`src/rtl/trig_capture_40mhz_if.sv`:
```
// Control and trigger-readout signals between the trigger capture block and its readout.
// The master drives the control pulses and the slave returns the latched trigger and counters.
interface trig_capture_40mhz_if #(
   parameter int unsigned TS_WIDTH  = 32,
   parameter int unsigned CNT_WIDTH = 24
);
   logic                 ENABLE;
   logic                 TRIG_IN;
   logic                 TRIG_ACK;
   logic                 CLR_COUNTS;
   logic                 TRIG_OUT;
   logic [TS_WIDTH-1:0]  TRIG_TIME;
   logic [CNT_WIDTH-1:0] TRIG_COUNT;
   logic [CNT_WIDTH-1:0] MISSED_COUNT;
   logic                 BUSY;

   modport master (
      output ENABLE, TRIG_IN, TRIG_ACK, CLR_COUNTS,
      input  TRIG_OUT, TRIG_TIME, TRIG_COUNT, MISSED_COUNT, BUSY
   );

   modport slave (
      input  ENABLE, TRIG_IN, TRIG_ACK, CLR_COUNTS,
      output TRIG_OUT, TRIG_TIME, TRIG_COUNT, MISSED_COUNT, BUSY
   );
endinterface

```
`src/rtl/trig_capture_40mhz.sv`:
```
// 40 MHz compatibility trigger capture: latches one trigger with its timestamp until acknowledged,
// then holds off for a programmable dead time while counting accepted and missed triggers.
module trig_capture_40mhz #(
   parameter int unsigned DEAD_TIME = 2048,
   parameter int unsigned CNT_WIDTH = 24,
   parameter int unsigned TS_WIDTH  = 32
) (
   input  logic CLK120,
   input  logic RESETN,
   trig_capture_40mhz_if.slave bus
);
   localparam int unsigned DEAD_W = (DEAD_TIME > 1) ? $clog2(DEAD_TIME) : 1;

   typedef enum logic [1:0] {ST_IDLE, ST_ARMED, ST_PENDING, ST_DEAD} state_t;

   state_t               r_state, w_state_nxt;
   logic [TS_WIDTH-1:0]  r_ts;
   logic [DEAD_W-1:0]    r_dead, w_dead_nxt;
   logic                 r_trig_out, w_trig_out_nxt;
   logic [TS_WIDTH-1:0]  r_trig_time, w_trig_time_nxt;
   logic [CNT_WIDTH-1:0] r_trig_cnt, w_trig_cnt_nxt;
   logic [CNT_WIDTH-1:0] r_miss_cnt, w_miss_cnt_nxt;
   logic                 r_busy, w_busy_nxt;
   logic                 w_miss_inc;

   // State and registered outputs
   always_ff @(posedge CLK120 or negedge RESETN) begin
      if (!RESETN) begin
         r_state     <= ST_IDLE;
         r_ts        <= '0;
         r_dead      <= '0;
         r_trig_out  <= 1'b0;
         r_trig_time <= '0;
         r_trig_cnt  <= '0;
         r_miss_cnt  <= '0;
         r_busy      <= 1'b0;
      end else begin
         r_state     <= w_state_nxt;
         r_ts        <= r_ts + TS_WIDTH'(1);
         r_dead      <= w_dead_nxt;
         r_trig_out  <= w_trig_out_nxt;
         r_trig_time <= w_trig_time_nxt;
         r_trig_cnt  <= w_trig_cnt_nxt;
         r_miss_cnt  <= w_miss_cnt_nxt;
         r_busy      <= w_busy_nxt;
      end
   end

   // Next-state, capture and counter logic
   always_comb begin
      w_state_nxt     = r_state;
      w_dead_nxt      = r_dead;
      w_trig_out_nxt  = r_trig_out;
      w_trig_time_nxt = r_trig_time;
      w_trig_cnt_nxt  = r_trig_cnt;
      w_miss_cnt_nxt  = r_miss_cnt;
      w_miss_inc      = 1'b0;

      if (!bus.ENABLE) begin
         // Disabling discards any pending trigger without counting it
         w_state_nxt    = ST_IDLE;
         w_trig_out_nxt = 1'b0;
         w_dead_nxt     = '0;
      end else begin
         case (r_state)
            ST_IDLE: begin
               w_state_nxt    = ST_ARMED;
               w_trig_out_nxt = 1'b0;
            end
            ST_ARMED: begin
               if (bus.TRIG_IN) begin
                  w_state_nxt     = ST_PENDING;
                  w_trig_out_nxt  = 1'b1;
                  w_trig_time_nxt = r_ts;
                  w_trig_cnt_nxt  = r_trig_cnt + CNT_WIDTH'(1);
               end
            end
            ST_PENDING: begin
               w_miss_inc = bus.TRIG_IN;
               if (bus.TRIG_ACK) begin
                  w_trig_out_nxt = 1'b0;
                  if (DEAD_TIME == 0) begin
                     w_state_nxt = ST_ARMED;
                  end else begin
                     w_state_nxt = ST_DEAD;
                     w_dead_nxt  = DEAD_W'(DEAD_TIME - 32'd1);
                  end
               end
            end
            ST_DEAD: begin
               w_miss_inc = bus.TRIG_IN;
               if (r_dead == '0) begin
                  w_state_nxt = ST_ARMED;
               end else begin
                  w_dead_nxt = r_dead - DEAD_W'(1);
               end
            end
            default: begin
               w_state_nxt    = ST_IDLE;
               w_trig_out_nxt = 1'b0;
            end
         endcase
      end

      if (w_miss_inc && (r_miss_cnt != '1)) begin
         w_miss_cnt_nxt = r_miss_cnt + CNT_WIDTH'(1);
      end

      // Clear overrides any increment in the same cycle
      if (bus.CLR_COUNTS) begin
         w_trig_cnt_nxt = '0;
         w_miss_cnt_nxt = '0;
      end

      w_busy_nxt = (w_state_nxt == ST_PENDING) || (w_state_nxt == ST_DEAD);
   end

   assign bus.TRIG_OUT     = r_trig_out;
   assign bus.TRIG_TIME    = r_trig_time;
   assign bus.TRIG_COUNT   = r_trig_cnt;
   assign bus.MISSED_COUNT = r_miss_cnt;
   assign bus.BUSY         = r_busy;
endmodule
```
`src/flat_wrapper.sv`:
```
// flat-port wrapper written by rule: the top's interface ports become plain ports
module trig_capture_40mhz_flat 
#(
   parameter int unsigned DEAD_TIME = 2048,
   parameter int unsigned CNT_WIDTH = 24,
   parameter int unsigned TS_WIDTH  = 32
)
  (CLK120, RESETN, bus_ENABLE, bus_TRIG_IN, bus_TRIG_ACK, bus_CLR_COUNTS, bus_TRIG_OUT, bus_TRIG_TIME, bus_TRIG_COUNT, bus_MISSED_COUNT, bus_BUSY);
  trig_capture_40mhz_if #(.TS_WIDTH(TS_WIDTH), .CNT_WIDTH(CNT_WIDTH)) bus_i ();
  input  logic CLK120;
  input  logic RESETN;
  input wire logic [$bits(bus_i.ENABLE)-1:0] bus_ENABLE;
  input wire logic [$bits(bus_i.TRIG_IN)-1:0] bus_TRIG_IN;
  input wire logic [$bits(bus_i.TRIG_ACK)-1:0] bus_TRIG_ACK;
  input wire logic [$bits(bus_i.CLR_COUNTS)-1:0] bus_CLR_COUNTS;
  output wire logic [$bits(bus_i.TRIG_OUT)-1:0] bus_TRIG_OUT;
  output wire logic [$bits(bus_i.TRIG_TIME)-1:0] bus_TRIG_TIME;
  output wire logic [$bits(bus_i.TRIG_COUNT)-1:0] bus_TRIG_COUNT;
  output wire logic [$bits(bus_i.MISSED_COUNT)-1:0] bus_MISSED_COUNT;
  output wire logic [$bits(bus_i.BUSY)-1:0] bus_BUSY;
  assign bus_i.ENABLE = bus_ENABLE;
  assign bus_i.TRIG_IN = bus_TRIG_IN;
  assign bus_i.TRIG_ACK = bus_TRIG_ACK;
  assign bus_i.CLR_COUNTS = bus_CLR_COUNTS;
  assign bus_TRIG_OUT = bus_i.TRIG_OUT;
  assign bus_TRIG_TIME = bus_i.TRIG_TIME;
  assign bus_TRIG_COUNT = bus_i.TRIG_COUNT;
  assign bus_MISSED_COUNT = bus_i.MISSED_COUNT;
  assign bus_BUSY = bus_i.BUSY;
  trig_capture_40mhz #(.DEAD_TIME(DEAD_TIME), .CNT_WIDTH(CNT_WIDTH), .TS_WIDTH(TS_WIDTH)) u_core (.CLK120(CLK120), .RESETN(RESETN), .bus(bus_i));
endmodule
```
`config.mk`:
```
export PLATFORM = sky130hd
export DESIGN_NAME = trig_capture_40mhz_flat
export DESIGN_NICKNAME = d
export VERILOG_FILES = /design/src/rtl/trig_capture_40mhz_if.sv /design/src/rtl/trig_capture_40mhz.sv /design/src/flat_wrapper.sv
export SDC_FILE = /design/constraint.sdc
export NUM_CORES = 1
export LEC_CHECK = 0
export BUFFER_PORTS_ARGS = -buffer_cell sky130_fd_sc_hd__buf_2
export CORE_MARGIN = 1
export CORE_UTILIZATION = 25
export DETAILED_ROUTE_END_ITERATION = 10
export HOLD_SLACK_MARGIN = 0.03
export PLACE_DENSITY_LB_ADDON = 0.2
export SLEW_MARGIN = 20
export SYNTH_ARGS = -nofsm -noshare
export SYNTH_HDL_FRONTEND = slang
export SYNTH_SLANG_ARGS = --single-unit
```
`constraint.sdc`:
```
create_clock -name CLK120 -period 2.9 [get_ports CLK120]
set_input_delay 0.435 -clock CLK120 [delete_from_list [all_inputs] [get_ports CLK120]]
set_output_delay 0.435 -clock CLK120 [all_outputs]
set_load 0.02 [all_outputs]
```
======== After elaboration in Yosys (flattened, before gate mapping) ========
Cells that the tools add are included.
operators by class
  add/sub/neg operators ................... 4
  multiplexer cells ....................... 21
  reductions and logical operators ........ 13
  equality and inequality tests ........... 11
operators by type and width
  operator                                                                  number
  24-bit 2-to-1 mux                                                         6
  24-bit by 1-bit adder with 24-bit output (second input constant)          2
  11-bit 2-to-1 mux                                                         3
  32-bit by 1-bit adder with 32-bit output (second input constant)          1
  24-bit inequality test (second input constant)                            1
  11-bit case mux with 2 select lines                                       1
  3-bit AND reduction                                                       4
  11-bit zero test                                                          1
  11-bit by 1-bit subtractor with 11-bit output (second input constant)     1
  3-bit inequality test (second input constant)                             3
  2-bit == test (second input constant)                                     4
  2-bit 2-to-1 mux                                                          4
  2-bit case mux with 4 select lines                                        1
  2-bit nonzero test                                                        4
  1-bit 2-to-1 mux                                                          5
  4-bit by 1-bit inequality test with 1-bit output (second input constant)  1
  3-bit by 1-bit inequality test with 1-bit output (second input constant)  1
  1-bit case mux with 3 select lines                                        1
  2-bit by 1-bit == test with 1-bit output (second input constant)          1
  2-bit zero test                                                           1
  2-bit OR reduction                                                        1
  1-bit logical AND                                                         1
  1-bit logical OR                                                          1
word-level totals
  bits in registers ....................... 127
  word-level logic and storage cells ...... 57
  output and inout port bits .............. 82
  input port bits ......................... 6

======== Longest topological paths before layout ========
Gate-level depths: netlist (run 1).
  word-level depth ........................ 7
  mapped depth ............................ 8
  depth with buffers taken out ............ 7

======== Least setup slack after synthesis (run 1) ========
Ideal clock, no wire load.
  path kind ............................... flip-flop to flip-flop
  start ................................... register u_core.r_miss_cnt[3] (netlist: u_core.bus.MISSED_COUNT[3])
  end ..................................... register u_core.r_miss_cnt[17] (netlist: u_core.bus.MISSED_COUNT[17])
  clock period less this slack ............ 1.960 ns
  data required time ...................... 2.768 ns
  slack ................................... 0.940 ns
  stages on the path, launching flop included .. 7
  buffers on the path ..................... 1
  setup time .............................. 0.132 ns
  arrival ................................. 1.828 ns
  cell sequence ........................... dfrtp_1 -> nand4_2 -> or4_4 -> buf_6 -> nor4_2 -> xnor2_1 -> nor2_1
between the ends
  word-level cells in the longest chain between the ends .. 3
  elaborated cells between the ends (all ways) .. 6
  those cells by class .................... add/sub (1); eq/ne (1); mux (2); reduce/logical (2)
RTL lines
  item                                                                                line                                                  text
  from (decl)                                                                         trig_capture_40mhz.sv:22                              logic [CNT_WIDTH-1:0] r_miss_cnt, w_miss_cnt_nxt;
  from (signal assigned)                                                              trig_capture_40mhz.sv:44                              r_miss_cnt <= w_miss_cnt_nxt;
  24-bit by 1-bit adder with 24-bit output or 24-bit inequality test (tied branches)  trig_capture_40mhz.sv:106, trig_capture_40mhz.sv:105
  24-bit 2-to-1 mux or 1-bit logical AND (tied branches)                              trig_capture_40mhz.sv:105                             if (w_miss_inc && (r_miss_cnt != '1)) begin
  24-bit 2-to-1 mux or 2-bit nonzero test (tied branches)                             n/a
Parallel ways exist; a longest one is shown, timed or not. The select of a mux whose other input is x is not followed.
A chain may end at the register's enable or synchronous reset.

======== Worst setup path after layout (run 1) ========
  start ................................... register u_core.r_dead[0]
  end ..................................... register u_core.r_dead[8]
between the ends
  word-level cells in the longest chain between the ends .. 4
  elaborated cells between the ends (all ways) .. 7
  those cells by class .................... add/sub (1); eq/ne (1); mux (3); reduce/logical (2)
RTL lines
  item                                           line                      text
  from (decl)                                    trig_capture_40mhz.sv:18  logic [DEAD_W-1:0] r_dead, w_dead_nxt;
  from (signal assigned)                         trig_capture_40mhz.sv:40  r_dead <= w_dead_nxt;
  11-bit by 1-bit subtractor with 11-bit output  trig_capture_40mhz.sv:95  w_dead_nxt = r_dead - DEAD_W'(1);
  11-bit 2-to-1 mux                              trig_capture_40mhz.sv:92  if (r_dead == '0) begin
  11-bit case mux with 2 select lines            trig_capture_40mhz.sv:65  case (r_state)
  11-bit 2-to-1 mux                              trig_capture_40mhz.sv:59  if (!bus.ENABLE) begin
Parallel ways exist; a longest one is shown, timed or not. The select of a mux whose other input is x is not followed.

==> summary.md, run 1 <==
| Metric | Value |
|---|---|
| Die Height | 156 µm |
| Worst-path clk slew | 60 ps |
| Die W | 156 µm |
| Synth cell types | 50 |
| Starting Density | 25.8% |
| Via/cell ratio | 4.41 |
| CP top delay family | simple AND/OR/NAND/NOR gates |
| Max-slew violation count | 0 |
| Post-DP HPWL | 9850 µm |
| Max Cap Viol | 0 |
| Worst path bufs/invs | 1 |
| DR iter-0 viols | 266 |
| Hold crit path type | in2reg |
| Final nets | 716 |
| Max stage delay on crit path | 480 ps |
| GPL Wtd Cong | 0.774 |
| Via count | 4,551 |
| Clock sink total | 127 |
| Vias in the first global route | 4,495 |
| Synth Warn # | 0 |
| Fmax | 464 MHz |
| Antenna violations before repair | 0 |
| GRT Util Overall | 12.9% |
| Num rows | 55 |
| Period utilization | 74.3% |
| Post-synth top area cell | dfrtp_1 |
| Post-Syn Instances | 611 |
| Min-Delay Path Depth | 3 |
| Psw | 1.09 mW |
| Worst setup margin | 745 ps |
| Crit path max-delay cell type | or3b_2 |
| Power per standard cell area | 603 mW/mm² |
| FF-to-FF End | u_core.r_dead[8] |
| Global-route wire length before repair | 24,400 µm |
| Full die area | 0.0243 mm² |
| Largest cells by area after synthesis | dfrtp_1 54%, xnor2_1 8.1%, nand2_1 7.8% |
| Remaining antenna violation count | 0 |
| Internal power | 3.38 mW |
| Sw Ratio | 24.3% |
| Gr ovfl total | 0 |
| Num CTS Buffers | 17 |
| Post-Syn Nets | 621 |
| Part of the power in registers | 41.7% |
| Setup TNS | 0 ps |
| Fin cells | 1,031 |
| Reg2reg setup slack | 750 ps |
| Status | complete, no violations |
| Port Buffers | 87 |
| Critical-path cell list | inv_1, ha_1, or3b_2, nor3_1, nand2_1, o211ai_1, o21ai_0 |
| Post-Syn Area | 0.00592 mm² |
| Worst slew pin tran | 656 ps |
| Share of the synthesized area in the top cell type | 53.7% |
| Placed insts | 999 |
| Clock latency at the later pin of the worst-skew pair | 410 ps |
| Max Fanout on Critical Path | 5 |
| Crit path capture type | register |
| Ant diodes | 0 |
| Worst Hold Launch | bus_TRIG_ACK |
| Largest net degree at the start of global routing | 60 |
| Register area share after synthesis | 53.7% |
| CTS tree | built |
| CTS root buf | clkbuf_16 |
| Area grow syn2layout | 25.0% |
| Logic gate share of total power | 6.9% |
| Remaining DRCs | 0 |
| R2R cell count | 7 |
| Place WS | 761 ps |
| Core ar. | 0.0229 mm² |
| Routed WL | 14,600 µm |
| Final Setup Violations | 0 |
| Fin crit period | 2150 ps |
| Critical Path RT | 3180 ps |
| Clock Skew | 6.97 ps |
| Clock Power Share | 51.4% |
| H-Tree Depth | 4 |
| Top Ports | 88 |
| Syn avg cell area | 9.69 µm² |
| Unrepaired setup endpoints after global routing | no |
| Fin. Hold Viols | 0 |
| Crit start category | register |
| Fraction of layout cells with a size suffix above 1 | 21.0% |
| Setup Fix Bufs, Post-CTS | 0 |
| Max transition margin | 55.9% |
| Maximum VDD drop | 0.316 mV |
| Detailed-route wire length per cell | 14.2 µm |
| Yosys reg bits | 127 |
| CP Data Arrival Time | 2430 ps |
| Clk buf depth | 2 |
| Critical path class | reg2reg |
| Leakage Power | 3.44 nW |
| Worst r2r src | u_core.r_dead[0] |
| Hold Path Sink | u_core.bus.TRIG_OUT |
| Drt pass-1 iters | 4 |
## worst max path at each step
| stage | slack, ps | startpoint | cells past startpoint | end |
|---|---|---|---|---|
| after detailed placement | 760 | bus_ENABLE | 6 | u_core.bus.MISSED_COUNT[12] |
| after CTS | 760 | u_core.r_dead[0] | 7 | u_core.r_dead[1] |
| final | 750 | u_core.r_dead[0] | 7 | u_core.r_dead[8] |
| after global placement | 790 | bus_ENABLE | 6 | u_core.bus.MISSED_COUNT[12] |
| after global routing | 610 | u_core.r_dead[0] | 7 | u_core.r_dead[8] |
| after floorplan | 940 | u_core.bus.MISSED_COUNT[3] | 6 | u_core.bus.MISSED_COUNT[17] |
## registers in the layout, indices dropped and copies added (netlist names)
| register | count |
|---|---|
| u_core.bus.TRIG_COUNT | 24 |
| u_core.bus.BUSY | 1 |
| u_core.r_ts | 32 |
| u_core.bus.MISSED_COUNT | 24 |
| u_core.bus.TRIG_OUT | 1 |
| u_core.bus.TRIG_TIME | 32 |
| u_core.r_state | 2 |
| u_core.r_dead | 11 |
## power groups by stage
stage	clock, mW	sequential (mW)	combinational [mW]
global route	2.45	1.87	0.347
finish	2.30	1.86	0.307
detailed placement	0	1.89	0.313
global placement	0	1.89	0.310
floorplan	0	1.92	0.155
CTS	2.37	1.86	0.314
## cell usage after synthesis, drive strengths merged
master,number
mux2,1
or3,2
o21a,3
dfrtp,127
nand3,32
or3b,1
ha,4
and4,7
and4b,1
nor3,13
o311ai,2
a21oi,19
nand4,21
xor2,14
nor2b,4
mux2i,1
xnor2,55
nand2b,3
and2,1
inv,18
or2,2
nor2,57
nand3b,2
nand4b,4
a2111oi,1
o211ai,3
nor4,21
and3,7
or4,4
buf,8
clkbuf,18
nand2,123
nor3b,1
a211oi,10
o21ai,13
a31o,5
o21bai,1
a21boi,1
a22oi,1
## worst register-to-register path, stage by stage (launching register included)
cell	delay (ps)
dfrtp_1	410
inv_1	70
ha_1	170
or3b_2	480
nor3_1	480
nand2_1	120
o211ai_1	180
o21ai_0	110
## metal layers
metal	track usage, %	vias up	share of wire [%]
li1	-	2282	-
met1	17.4	2164	50
met2	19.6	91	44
met3	3.53	14	4.1
met4	4.95	0	1.5
met5	0	-	0
## final cells by class
type / count / area, µm²
clock buffer: 18 / 439
clock inverter: 13 / 188
fill: 2386 / 15500
inverter: 18 / 67.6
multi-input combinational: 440 / 2560
sequential: 127 / 3180
tap: 313 / 392
timing repair buffer: 102 / 569
## cell families after synthesis
| logic type | Yosys count | share of synthesized area, % |
|---|---|---|
| mux | 2 | 0.359 |
| fa+ha+maj | 4 | 0.845 |
| xor+xnor | 69 | 10.2 |
| flops | 127 | 53.7 |
| simple gates | 306 | 25.5 |
| compound gates | 59 | 6.36 |
| buf+inv | 44 | 3.00 |
## layout by cell type (no fill, tap or decap), drive strengths merged, types with 5 or more instances in the layout
master and count:
and4 7, a21oi 19, clkbuf 18, nand3 32, nor4 21, and3 7, dfrtp 127, nand2 123
nor2 57, xnor2 55, xor2 14, o21ai 13, nand4 21, nor3 13, a31o 5, buf 101
inv 20, a211oi 10
## through the flow
step / hold slack [ps] / power, mW / util [%] / area [µm²]
after global routing: 318 / 4.67 / 32.3 / 7400
after floorplan: 139 / 2.07 / - / 5920
final: 330 / 4.46 / 32.3 / 7400
after detailed placement: 457 / 2.20 / 29.5 / 6760
after global placement: 455 / 2.20 / 29.5 / 6760
after CTS: 312 / 4.55 / 32.3 / 7400
## repair_timing
action / CTS / global route
resized for setup: 0 / 0
hold buffers: 1 / 0
hold endpoints to repair: 20 / 0
(Power assumes the default switching activity.)
==> inputs of run 2 (changes only) <==
--- a/config.mk
+++ b/config.mk
@@ -5,6 +5,7 @@
 export SDC_FILE = /design/constraint.sdc
 export NUM_CORES = 1
 export LEC_CHECK = 0
+export ABC_AREA = 1
 export BUFFER_PORTS_ARGS = -buffer_cell sky130_fd_sc_hd__buf_2
 export CORE_MARGIN = 1
 export CORE_UTILIZATION = 25
==> constraint.sdc (replaced) <==
create_clock -name CLK120 -period 2.05 [get_ports CLK120]
set_input_delay 0.3075 -clock CLK120 [delete_from_list [all_inputs] [get_ports CLK120]]
set_output_delay 0.3075 -clock CLK120 [all_outputs]
set_load 0.02 [all_outputs]
==> summary.md, run 2 <==
| Metric | Value |
|---|---|
| Gr ovfl total | 0 (unchanged) |
| Clock Skew | 9.21 ps (+2.24 ps) |
| Max-slew violation count | 0 (unchanged) |
| Placed inst area | 0.00749 mm² (+11%) |
| Drt pass-1 iters | 5 (+1) |
| Setup TNS | 0 ps (unchanged) |
| Largest cells by area after synthesis | dfrtp_1 49%, nand2_1 18%, nor2_1 5.7% |
| Largest net degree at the start of global routing | 58 (-3.3%) |
| Yosys reg bits | 127 (unchanged) |
| Starting Density | 25.7% (-0.13 points) |
| GRT Util Overall | 14.2% (+1.3 points) |
| Via/cell ratio | 4.36 (-1.2%) |
| Power per standard cell area | 764 mW/mm² (+27%) |
| GPL Wtd Cong | 0.846 (+9.3%) |
| Fraction of layout cells with a size suffix above 1 | 16.3% (-4.8 points) |
| Placed insts | 1,286 (+29%) |
| CTS root buf | clkbuf_16 |
| Period utilization | 87.5% (+13 points) |
| Final Setup Violations | 0 (unchanged) |
| DR iter-0 viols | 343 (+29%) |
| Leading cell type in the layout, fill and taps excluded | nand2_1 |
| Post-DP HPWL | 13,300 µm (+35%) |
| Top_reg_cell synth | dfrtp_1 |
| Num CTS Buffers | 17 (unchanged) |
| Syn avg cell area | 7.54 µm² (-22%) |
| Maximum VDD drop | 0.441 mV (+40%) |
| Register area share after synthesis | 48.5% (-5.1 points) |
| Routed WL | 17,900 µm (+23%) |
| Post-Syn Instances | 869 (+42%) |
| Critical path class | reg2reg |
| Detailed-route wire length per cell | 13.6 µm (-4.2%) |
| Post-Syn Area | 0.00655 mm² (+11%) |
| Post-synth EDFFs | 0 (unchanged) |
| Synth cell types | 32 (-36%) |
| Fin cells | 1,319 (+28%) |
| Layout filler cell count | 2,759 (+16%) |
| Worst-path clk slew | 60 ps (about the same) |
| Leakage Power | 3.97 nW (+16%) |
| Fin. Hold Viols | 0 (unchanged) |
| Post-Syn Nets | 879 (+42%) |
| CTS tree | built |
| Synth cell count leaders | 309 x nand2_1, 127 x dfrtp_1, 99 x nor2_1 |
| Critical Path RT | 2400 ps (-780 ps) |
| Reg2reg setup slack | 260 ps (-490 ps) |
| Port Buffers | 87 (unchanged) |
| Share of the synthesized area in the top cell type | 48.5% (-5.1 points) |
| Fin crit period | 1790 ps (-360 ps) |
| Final nets | 986 (+38%) |
| Unrepaired setup endpoints after global routing | no |
| Top-count cell post-synth | nand2_1 |
| Hold crit path type | in2reg |
| Global-route wire length before repair | 29,600 µm (+22%) |
| Setup Fix Bufs, Post-CTS | 0 (unchanged) |
| Crit start category | register |
| Full die area | 0.0268 mm² (+10%) |
| Fin area | 0.00809 mm² (+9.3%) |
| H-Tree Depth | 4 (unchanged) |
| Multi-input logic area | 0.00293 mm² (+14%) |
| Antenna violations before repair | 0 (unchanged) |
| Num rows | 58 (+5.5%) |
| Synth Warn # | 0 (unchanged) |
| Via count | 5,752 (+26%) |
| CP Data Arrival Time | 2150 ps (-280 ps) |
| Remaining DRCs | 0 (unchanged) |
| Sequential cell area | 0.00318 mm² (unchanged) |
| Remaining antenna violation count | 0 (unchanged) |
| Post-synth top area cell | dfrtp_1 |
| Status | complete, no violations |
| Worst slew pin tran | 526 ps (-130 ps) |
| Fmax | 557 MHz (+20%) |
| Max Cap Viol | 0 (unchanged) |
| Area grow syn2layout | 23.5% |
| Max Fanout on Critical Path | 21 (+16) |
| Clk buf depth | 2 (unchanged) |
| Core ar. | 0.0255 mm² (+11%) |
| Clock latency at the later pin of the worst-skew pair | 420 ps (about the same) |
| Crit path capture type | register |
| Most frequent cells in the layout | 309 x nand2_1, 127 x dfrtp_1, 99 x nor2_1, 86 x inv_1, 86 x buf_2 |
| Ys async rst share | 100% (unchanged) |
| Clock sink total | 127 (unchanged) |
| Top Ports | 88 (unchanged) |
| Die W | 164 µm (+5.1%) |
| Ant diodes | 0 (unchanged) |
| Max transition margin | 64.7% (+8.8 points) |
| Die Height | 164 µm (+5.1%) |
| Vias in the first global route | 5,634 (+25%) |
[run 2: path summary, 6_finish.rpt]
| path | start | cells after the start | endpoint |
|---|---|---|---|
| min in group asynchronous | RESETN | 2 | u_core.bus.TRIG_TIME[2] |
| worst max register to register | u_core.bus.MISSED_COUNT[1] | 11 | u_core.bus.MISSED_COUNT[15] |
| worst min-delay path | bus_TRIG_IN | 2 | u_core.r_state[0] |
| worst min register to register | u_core.r_ts[0] | 1 | u_core.r_ts[0] |
| worst max-delay path | u_core.bus.MISSED_COUNT[1] | 11 | u_core.bus.MISSED_COUNT[15] |
| max in group asynchronous | RESETN | 3 | u_core.bus.TRIG_COUNT[12] |
[run 2: worst max-delay path: stages, from the launching register on]
cell and delay [ps]:
dfrtp_1 390, ha_1 180, nand2_1 100, nor2_4 180
nand2_2 110, nor2_4 160, nand2_2 70, nand2_2 60
nand2_2 60, clkinv_2 260, nand2_1 90, nand2_1 80
[run 2: per-layer routing]
| metal | routed length, µm | global-route usage (%) | share of wire [%] |
|---|---|---|---|
| met1 | 8580 | 18.7 | 48 |
| met2 | 8360 | 22.9 | 47 |
| met3 | 660 | 2.78 | 3.7 |
| met4 | 310 | 5.13 | 1.7 |
| met5 | 0 | 0 | 0 |
[run 2: cells by family after synthesis]
logic type               share of synthesized area, %
AO/OA/AOI/OAI                                    5.62
XOR/XNOR                                         4.95
adder cells (fa/ha/maj)                         0.764
buffers and inverters                            6.67
flip-flops                                       48.5
AND/OR/NAND/NOR                                  33.5
[run 2: area by class of cell]
cell class / instances / area share, %
Clock buffer: 17 / 5.26
Clock inverter: 15 / 2.01
Inverter: 91 / 4.24
Multi-Input combinational cell: 632 / 36.3
Sequential cell: 127 / 39.3
Tap cell: 330 / 5.11
Timing Repair Buffer: 107 / 7.81
[run 2: through the flow]
step	power (mW)	hold WS, ps	util, %	setup WS (ps)
6_report	6.18	114	31.8	255
5_1_grt	6.47	116	31.8	40.3
4_1_cts	6.28	96.8	31.7	156
3_5_place_dp	3.20	294	29.4	174
3_3_place_gp	3.20	293	29.4	233
2_1_floorplan	2.98	11.9	-	298
[run 2: what timing repair did]
item,CTS,global route
endpoints found under the hold margin,43,0
resized for setup,0,1
hold buffers,1,0
setup endpoints to repair,0,12
[run 2: where the power goes]
group / total (mW) / internal [mW] / switching (mW)
clock network: 3.04 / 1.81 / 1.24
registers: 2.63 / 2.58 / 0.0520
logic: 0.510 / 0.159 / 0.351
==> inputs of run 3 (changes only) <==
==> constraint.sdc (replaced) <==
create_clock -name CLK120 -period 2.1 [get_ports CLK120]
set_input_delay 0.315 -clock CLK120 [delete_from_list [all_inputs] [get_ports CLK120]]
set_output_delay 0.315 -clock CLK120 [all_outputs]
set_load 0.02 [all_outputs]
==> summary.md, run 3 (synthesis results as in run 2) <==
| Metric | Value |
|---|---|
| Status | complete, no violations |
| Critical-path cell list | ha_1, nand2_1, nor2_4, nand2_2, nor2_4, nand2_2, nand2_2, nand2_2, inv_2, nand2_1, nand2_1 |
| Post-DP HPWL | 13,200 µm (-0.26%) |
| Max transition margin | 61.5% (-3.2 points) |
| Critical path class | reg2reg |
| Starting Density | 25.7% (unchanged) |
| Global-route wire length before repair | 29,400 µm (-0.61%) |
| Clk buf depth | 2 (unchanged) |
| Port Buffers | 87 (unchanged) |
| CP Data Arrival Time | 2200 ps (+50 ps) |
| Remaining DRCs | 0 (unchanged) |
| GRT Util Overall | 14.1% (-0.082 points) |
| Maximum VDD drop | 0.483 mV (+9.4%) |
| Fin cells | 1,321 (+0.15%) |
| Clock Skew | 13.6 ps (+4.39 ps) |
| Max-slew violation count | 0 (unchanged) |
| Routed WL | 17,700 µm (-1.4%) |
| Most frequent cells in the layout | 309 x nand2_1, 127 x dfrtp_1, 99 x nor2_1, 86 x inv_1, 86 x buf_2 |
| Gr ovfl total | 0 (unchanged) |
| Crit path max-delay cell type | dfrtp_1 |
| Final Setup Violations | 0 (unchanged) |
| GPL Wtd Cong | 0.812 (-4.0%) |
| Leading cell type in the layout, fill and taps excluded | nand2_1 |
| Num CTS Buffers | 17 (unchanged) |
| Reg2reg setup slack | 250 ps (about the same) |
| Place WS | 255 ps (+80.3 ps) |
| Hold slack | 125 ps (+11.0 ps) |
| Num rows | 58 (unchanged) |
| Critical Path RT | 2450 ps (+50 ps) |
| Fin. Hold Viols | 0 (unchanged) |
| Worst setup margin | 253 ps (-2.49 ps) |
| Worst slew pin tran | 573 ps (+47.1 ps) |
| Core ar. | 0.0255 mm² (unchanged) |
| Clock latency at the later pin of the worst-skew pair | 420 ps (about the same) |
| Full die area | 0.0268 mm² (unchanged) |
| Power per standard cell area | 781 mW/mm² (+2.2%) |
| DR iter-0 viols | 313 (-8.7%) |
| Fmax | 541 MHz (-2.8%) |
| Max Cap Viol | 0 (unchanged) |
| Detailed-route wire length per cell | 13.4 µm (-1.6%) |
| Unrepaired setup endpoints after global routing | no |
| Leakage Power | 4.01 nW (+0.94%) |
| Setup TNS | 0 ps (unchanged) |
| Worst path bufs/invs | 1 (unchanged) |
| Max Fanout on Critical Path | 21 (unchanged) |
| H-Tree Depth | 4 (unchanged) |
| Crit path capture type | register |
| Via/cell ratio | 4.35 (-0.15%) |
| Fraction of layout cells with a size suffix above 1 | 16.4% (+0.17 points) |
| Area grow syn2layout | 24.4% |
| Top Ports | 88 (unchanged) |
| Via count | 5,752 (unchanged) |
| Largest net degree at the start of global routing | 55 (-5.2%) |
| CTS root buf | clkbuf_16 |
| Placed insts | 1,288 (+0.16%) |
| Setup Fix Bufs, Post-CTS | 0 (unchanged) |
| Worst-path clk slew | 60 ps (about the same) |
| Max stage delay on crit path | 390 ps (about the same) |
| Die Height | 164 µm (unchanged) |
| CTS tree | built |
| Die W | 164 µm (unchanged) |
| Ant diodes | 0 (unchanged) |
| Hold crit path type | in2reg |
| CP top delay family | simple AND/OR/NAND/NOR gates |
| Clock sink total | 127 (unchanged) |
| Final core utilization | 32.0% (+0.23 points) |
| Drt pass-1 iters | 5 (unchanged) |
| Period utilization | 88.0% (+0.42 points) |
| Vias in the first global route | 5,656 (+0.39%) |
| Antenna violations before repair | 0 (unchanged) |
| Final nets | 988 (+0.20%) |
| Fin crit period | 1850 ps (+52.5 ps) |
| Crit path top cell by count | nand2_2 |
| Crit start category | register |
| Remaining antenna violation count | 0 (unchanged) |
run 3: area by class of cell:
type	count	area, µm²
Tap cell	330	413
Clock buffer	21	480
Fill cell	2746	17300
Timing Repair Buffer	109	622
Inverter	91	342
Clock inverter	11	178
Sequential cell	127	3180
Multi-Input combinational cell	632	2930
run 3: stage by stage:
step	cell area (µm²)	power [mW]
after detailed placement	7480	3.12
after floorplan	6550	2.91
final	8150	6.36
after CTS	8150	6.47
after global routing	8150	6.65
after global placement	7480	3.12
run 3: power by group:
group | internal (mW) | switching, mW | total [mW]
clock network | 2.13 | 1.17 | 3.30
logic | 0.155 | 0.340 | 0.495
registers | 2.52 | 0.0513 | 2.57
run 3: layer usage:
| layer | GRT usage, % | vias to the layer above | part of all wire [%] |
|---|---|---|---|
| met5 | 0 | - | 0 |
| met4 | 3.83 | 0 | 0.82 |
| met3 | 3.54 | 10 | 4.2 |
| met2 | 24.0 | 109 | 49 |
| met1 | 17.6 | 2663 | 46 |
| li1 | - | 2970 | - |
run 3: worst paths after layout:
check                                                 from  cells after the start                          end
worst min-delay path                           bus_TRIG_IN                      2            u_core.r_state[0]
min in group asynchronous                           RESETN                      2      u_core.bus.TRIG_TIME[6]
max in group asynchronous                           RESETN                      3  u_core.bus.MISSED_COUNT[12]
worst max register to register  u_core.bus.MISSED_COUNT[1]                     11  u_core.bus.MISSED_COUNT[16]
worst min register to register              u_core.r_ts[0]                      1               u_core.r_ts[0]
worst max-delay path            u_core.bus.MISSED_COUNT[1]                     11  u_core.bus.MISSED_COUNT[16]
run 3: what timing repair did:
item / 4_1_cts / 5_1_grt
hold buffers: 1 / 0
resized for setup: 0 / 0
hold endpoints to repair: 50 / 0
